[src/rtl/rom_arbiter.sv]
// rom_arbiter: shares one combinational instruction ROM between fetch and data.
// Data wins by default; a bounded wait counter hands priority to fetch.
module rom_arbiter #(
    parameter int ADDR_WIDTH = 10,
    parameter int DATA_WIDTH = 32,
    parameter int MAX_WAIT   = 2
) (
    input  logic                  CLK,
    input  logic                  RESET,
    input  logic                  I_REQ,
    input  logic [ADDR_WIDTH-1:0] I_ADDR,
    output logic                  I_GNT,
    output logic                  I_VALID,
    output logic [DATA_WIDTH-1:0] I_DATA,
    input  logic                  D_REQ,
    input  logic [ADDR_WIDTH-1:0] D_ADDR,
    output logic                  D_GNT,
    output logic                  D_VALID,
    output logic [DATA_WIDTH-1:0] D_DATA,
    output logic [ADDR_WIDTH-1:0] ROM_ADDRESS,
    input  logic [DATA_WIDTH-1:0] ROM_DATA_OUT
);

    localparam int WW = (MAX_WAIT < 2) ? 1 : $clog2(MAX_WAIT + 1);
    localparam logic [WW:0]   MAXW = (WW + 1)'(MAX_WAIT);
    localparam logic [WW-1:0] MAXC = WW'(MAX_WAIT);

    typedef enum logic {
        PRIO_D = 1'b0,
        PRIO_I = 1'b1
    } state_t;

    state_t                state_q, state_d;
    logic [WW-1:0]         wcnt_q, wcnt_d;
    logic [WW:0]           wnext;
    logic                  i_gnt, d_gnt;
    logic                  i_valid_q, i_valid_d;
    logic                  d_valid_q, d_valid_d;
    logic [DATA_WIDTH-1:0] i_data_q, i_data_d;
    logic [DATA_WIDTH-1:0] d_data_q, d_data_d;

    // Grant decision and ROM address steering; nothing granted during reset.
    always_comb begin
        i_gnt       = 1'b0;
        d_gnt       = 1'b0;
        ROM_ADDRESS = '0;
        if (!RESET) begin
            if (I_REQ && D_REQ) begin
                if (state_q == PRIO_I) i_gnt = 1'b1;
                else                   d_gnt = 1'b1;
            end else begin
                i_gnt = I_REQ;
                d_gnt = D_REQ;
            end
            ROM_ADDRESS = d_gnt ? D_ADDR : I_ADDR;
        end
    end

    // Next priority state and starvation counter for the fetch port.
    always_comb begin
        state_d = state_q;
        wcnt_d  = wcnt_q;
        wnext   = {1'b0, wcnt_q} + 1'b1;
        if (I_REQ && !i_gnt) begin
            if (wnext >= MAXW) begin
                wcnt_d  = MAXC;
                state_d = PRIO_I;
            end else begin
                wcnt_d = wnext[WW-1:0];
            end
        end else begin
            wcnt_d  = '0;
            state_d = PRIO_D;
        end
    end

    // Capture ROM data for the granted port; pulse its valid for one cycle.
    always_comb begin
        i_valid_d = i_gnt;
        d_valid_d = d_gnt;
        i_data_d  = i_gnt ? ROM_DATA_OUT : i_data_q;
        d_data_d  = d_gnt ? ROM_DATA_OUT : d_data_q;
    end

    // State and read-data registers, cleared asynchronously.
    always_ff @(posedge CLK or posedge RESET) begin
        if (RESET) begin
            state_q   <= PRIO_D;
            wcnt_q    <= '0;
            i_valid_q <= 1'b0;
            d_valid_q <= 1'b0;
            i_data_q  <= '0;
            d_data_q  <= '0;
        end else begin
            state_q   <= state_d;
            wcnt_q    <= wcnt_d;
            i_valid_q <= i_valid_d;
            d_valid_q <= d_valid_d;
            i_data_q  <= i_data_d;
            d_data_q  <= d_data_d;
        end
    end

    assign I_GNT   = i_gnt;
    assign D_GNT   = d_gnt;
    assign I_VALID = i_valid_q;
    assign D_VALID = d_valid_q;
    assign I_DATA  = i_data_q;
    assign D_DATA  = d_data_q;

endmodule

[config.mk]
export PLATFORM = sky130hd
export DESIGN_NAME = rom_arbiter
export DESIGN_NICKNAME = d
export VERILOG_FILES = /design/src/rtl/rom_arbiter.sv
export SDC_FILE = /design/constraint.sdc
export NUM_CORES = 1
export LEC_CHECK = 0
export CAP_MARGIN = 20
export CELL_PAD_IN_SITES_DETAIL_PLACEMENT = 1
export CELL_PAD_IN_SITES_GLOBAL_PLACEMENT = 2
export CORE_UTILIZATION = 23
export DETAILED_ROUTE_END_ITERATION = 12
export HOLD_SLACK_MARGIN = 0.15
export PLACE_DENSITY = 0.85
export SYNTH_ARGS = -nofsm -noshare
export SYNTH_HDL_FRONTEND = slang
export SYNTH_SLANG_ARGS = --single-unit
[constraint.sdc]
create_clock -name CLK -period 2.34 [get_ports CLK]
set_input_delay 0.468 -clock CLK [delete_from_list [all_inputs] [get_ports CLK]]
set_output_delay 0.468 -clock CLK [all_outputs]
set_load 0.1 [all_outputs]
==> impl_metrics.ini, run 1 <==
[route]
drt-total-wl_mm = 7.48
num_vias = 2035
vias_per_cell = 4.23
wl_per_cell_microns = 15.5
ant_nets = 0
drtIter0Drc = 39
dr.pass1.iters = 5
route.detailed.drc = 0

[sta]
maxSlewHeadroom_pct = 61.5
rsz0062_at_grt = no
setup_violations = 0
maxSlewViolCount = 0
tns_ns = 0
timing.final.crit_share_pct = 95.4
clock_skew_ns = 0.00573
hold_viol_final = 0
min_period_ns = 2.23
max_freq_ghz = 0.448
worst_pin_slew_ns = 0.578

[run_status]
status = completed

[clock_tree]
clock_sinks = 69
clk_latency_ns = 0.33
clkTransAtPathRegs_ns = 0.05
clk_path_buf_depth = 2
htree_levels = 3
cts_hold_buf = 0
cts_tree = done
clockRootBuffer = clkbuf_16
numCtsBuffers = 9

[critical_path]
worstReg2RegStart = state_q
path_class = input port to output pin
end_kind = output pin
r2r_setup_slack_ns = 0.74
rr_worst_depth = 5
critPathMaxFanout = 10
crit_required_ns = 1.87
arrival_ns = 1.77
crit_path_start_kind = input port
r2r-end = D_DATA[20]

[synthesis]
synth_warnings = 0
seq_area_frac_synth_pct = 63.7
avgSynthCellArea_sq_um = 14.6
synthCells = 185
syn-num-nets = 241
ys_ff_latch = 69
mappedNetlistArea_sq_mm = 0.00271
yosys.cell_types.count = 18

[power_and_ir_drop]
leakagePower_nw = 2.06
ir_worst_vdd_mv = 0.618
p_per_area_mw_per_mm2 = 1230

[layout]
synthToLayoutAreaGrowth_pct = 73.6
fin_nets = 389
layout_common_cells = buf_4 (77), dfrtp_1 (69), clkdlybuf4s50_1 (55)
final_common_cell = buf_4
diodes = 0
drive_above_1_share_pct = 43.2
design_area_sq_mm = 0.00471

[job]
cap_violations = 0

[grt]
antenna_found_initial = 0
grt_max_degree = 46
grt_pass1_wl_mm = 12.5
grt_pass1_vias = 2401
grt-ovfl-total = 0
groute.usage.overall_pct = 13.0

[place]
hpwl_mm = 5.67
placed_area_sq_mm = 0.00434
gp_routability_congestion = 0.681
portBuffers = 133

[floorplanning]
die_area_sq_mm = 0.0122
row_count = 39
io-pin-count = 134
die_x_microns = 111
start_util_pct = 23.6
core_sq_mm = 0.0115
die_h_microns = 111

[min_path]
holdPathStages = 1
worstHoldPathType = flip-flop to flip-flop
holdCritStartpoint = wcnt_q[0]
whs_endpoint = wcnt_q[0]
==> layer usage <==
layer	global-route usage [%]	vias up	share of wire, %
li1	-	936	-
met1	15.2	1007	41
met2	21.9	83	50
met3	5.21	9	7.6
met4	4.00	0	0.96
met5	0	-	0
==> flip-flops by register name, indices dropped and copies added (netlist names) <==
register and flops:
I_DATA 32, I_VALID 1, state_q 1, wcnt_q 2
D_VALID 1, D_DATA 32
==> metrics by stage <==
step	worst slack (ns)	hold slack (ns)	utilization [%]	power [mW]	instances
finish	0.107	0.470	41.0	5.77	481
floorplan	0.211	0.429	-	3.54	185
global placement	0.0718	0.439	37.9	4.16	465
CTS	0.00211	0.472	41.0	5.85	481
global route	0.0289	0.490	41.0	5.97	481
detailed placement	0.0174	0.467	37.9	4.20	465
==> Yosys cell counts (all sizes together) <==
library cell	count	area, sq um
a21bo	2	20.0
a21boi	1	7.51
a21oi	10	50.1
buf	6	46.3
clkbuf	2	7.51
dfrtp	69	1730
inv	2	7.50
mux2	64	721
nand2	21	78.8
nand2b	1	6.26
nor2	4	22.5
nor2b	1	6.26
nor3	2	10.0
==> power breakdown <==
group | internal (mW) | switching [mW] | leakage [nW] | total [mW]
combinational | 0.595 | 2.03 | 1.07 | 2.63
clock | 1.10 | 0.507 | 0.172 | 1.61
sequential | 1.42 | 0.118 | 0.820 | 1.53
==> cells by family (layout without fill, tap and decap cells) <==
logic type	Yosys count	count (layout)	share of synthesized area [%]
simple gates	29	29	4.57
compound gates	13	13	2.86
buf+inv	10	163	2.26
flops	69	69	63.7
mux	64	64	26.6
==> worst max-delay path, cell delays in order <==
cell and delay, ns:
clkdlybuf4s50_1 0.50, a21boi_1 0.16, buf_4 0.19, nand2_1 0.10
a21oi_4 0.16, buf_12 0.19
==> repair_timing <==
action / CTS / global route
endpoints found under the setup margin: 0 / 10
gates resized for setup: 0 / 1
setup buffers: 0 / 0
==> area by class of cell <==
type | count | area [sq um]
multi-input combinational | 106 | 1040
clock inverter | 5 | 106
inverter | 2 | 11.3
clock buffer | 11 | 253
tap | 143 | 179
sequential | 69 | 1730
fill | 1208 | 6760
timing repair buffer | 145 | 1390
==> worst max path at each step <==
stage / cells after the start / slack (ns) / endpoint / startpoint
after detailed placement: 5 / 0.02 / ROM_ADDRESS[2] / I_REQ
after global placement: 5 / 0.07 / ROM_ADDRESS[3] / I_REQ
after global routing: 6 / 0.03 / ROM_ADDRESS[6] / D_REQ
final: 6 / 0.11 / ROM_ADDRESS[5] / D_REQ
after floorplan: 4 / 0.21 / ROM_ADDRESS[0] / D_REQ
after CTS: 5 / 0.002 / ROM_ADDRESS[2] / I_REQ
Power figures use the tool's default switching activity.
==> run 2: changes to the inputs <==
Settings changed: GPL_TIMING_DRIVEN from default to 0.
==> run 2 against run 1 <==
Sequential power is essentially flat. Register-to-register slack got worse by 0.14 ns. Count of clock-buffer cells in the layout shrank 2. Global-route usage down 0.22 points. Highest routed layer unchanged. Clock skew rose by 0.0015 ns. Flip-flop and latch count unchanged. Clock power is 17% lower.
==> impl_metrics.ini, run 2 (same netlist as run 1, synthesis figures left out) <==
[route]
ant_nets = 0
wl_per_cell_microns = 15.6
dr.pass1.iters = 3
route.detailed.drc = 0
num_vias = 2056
vias_per_cell = 4.27
drt-total-wl_mm = 7.48
drtIter0Drc = 52

[sta]
worst_pin_slew_ns = 1.01
tns_ns = 0
min_period_ns = 2.29
maxSlewHeadroom_pct = 32.3
clock_skew_ns = 0.00726
rsz0062_at_grt = no
max_freq_ghz = 0.436
timing.final.crit_share_pct = 98.0
maxSlewViolCount = 0
layout_setup_ws_ns = 0.0465
hold_slack_ns = 0.456
setup_violations = 0
hold_viol_final = 0

[critical_path]
r2r-end = D_DATA[18]
crit_required_ns = 1.87
crit_start = I_DATA[4]
critPathMaxFanout = 2
arrival_ns = 1.83
rr_worst_depth = 5
crit_buf_inv = 1
worstReg2RegStart = state_q
cpPeakStageDelay_ns = 1.16
end_kind = output pin
worstSetupEndpoint = I_DATA[4]
path_class = flip-flop to output pin
crit_path_top_delay_cell = clkdlybuf4s50_1
critPathTopFamily = buffers and inverters
crit_path_start_kind = flip-flop
r2r_setup_slack_ns = 0.60
path_cells = clkdlybuf4s50_1
path_depth = 1

[clock_tree]
cts_tree = done
htree_levels = 3
clk_latency_ns = 0.32
clockRootBuffer = clkbuf_16
clock_sinks = 69
clkTransAtPathRegs_ns = 0.06
numCtsBuffers = 9
clk_path_buf_depth = 2

[power_and_ir_drop]
ir_worst_vdd_mv = 0.547
p_per_area_mw_per_mm2 = 1150
leakagePower_nw = 2.07
power.total_mw = 5.57

[job]
cap_violations = 0

[layout]
final_util_pct = 42.2
drive_above_1_share_pct = 24.0
layout.cells.non_filler = 481
fin_nets = 389
diodes = 0
design_area_sq_mm = 0.00483
layout_common_cells = clkdlybuf4s50_1 (109), dfrtp_1 (69), mux2_1 (39)
final_common_cell = clkdlybuf4s50_1
synthToLayoutAreaGrowth_pct = 78.4

[place]
hpwl_mm = 5.35
placed_area_sq_mm = 0.00437
numPlacedInstances = 463
pre_cts_slack_ns = -1.34
portBuffers = 133
gp_routability_congestion = 0.661

[grt]
antenna_found_initial = 0
grt_pass1_wl_mm = 12.5
groute.usage.overall_pct = 12.8
grt_pass1_vias = 2370
grt-ovfl-total = 0
grt_max_degree = 42

[floorplanning]
io-pin-count = 134
die_h_microns = 111
start_util_pct = 23.6
die_x_microns = 111
die_area_sq_mm = 0.0122
row_count = 39
core_sq_mm = 0.0115

[min_path]
worstHoldPathType = flip-flop to flip-flop

[run_status]
status = completed
-- run 2: timing repair --
item | 4_1_cts | 5_1_grt
cloned | 0 | 1
hold endpoints to repair | 0 | 0
gates resized for setup | 105 | 18
hold buffers | 0 | 0
buffers inserted | 1 | 0
pin swaps | 1 | 0
setup endpoints to repair | 14 | 20
-- run 2: layout make-up --
cell class | count | area, sq um
fillers | 1176 | 6630
flip-flops and latches | 69 | 1730
repair buffers | 136 | 1490
multi-input cells | 107 | 1060
clock buffers | 9 | 225
well taps | 143 | 179
clock inverters | 7 | 73.8
plain buffers | 8 | 62.6
inverters | 2 | 11.3
-- run 2: worst min-delay path by stage --
stage	cells past startpoint	to	from
floorplan	1	wcnt_q[0]	wcnt_q[1]
global placement	1	wcnt_q[0]	wcnt_q[1]
detailed placement	1	wcnt_q[0]	wcnt_q[0]
global route	1	wcnt_q[0]	wcnt_q[1]
finish	1	wcnt_q[0]	wcnt_q[0]
CTS	1	wcnt_q[0]	wcnt_q[0]
-- run 2: metal layers --
metal	vias to the layer above	part of all wire, %	track usage (%)
li1	937	-	-
met1	1033	41	15.4
met2	81	50	21.4
met3	5	7.9	5.21
met4	0	0.64	2.93
met5	-	0	0
-- run 2: where the power goes --
part / switching, mW / internal [mW] / leakage [nW] / total [mW]
clock network: 0.511 / 0.828 / 0.146 / 1.34
logic: 2.03 / 0.666 / 1.11 / 2.70
registers: 0.115 / 1.42 / 0.820 / 1.53
total: 2.66 / 2.91 / 2.07 / 5.57
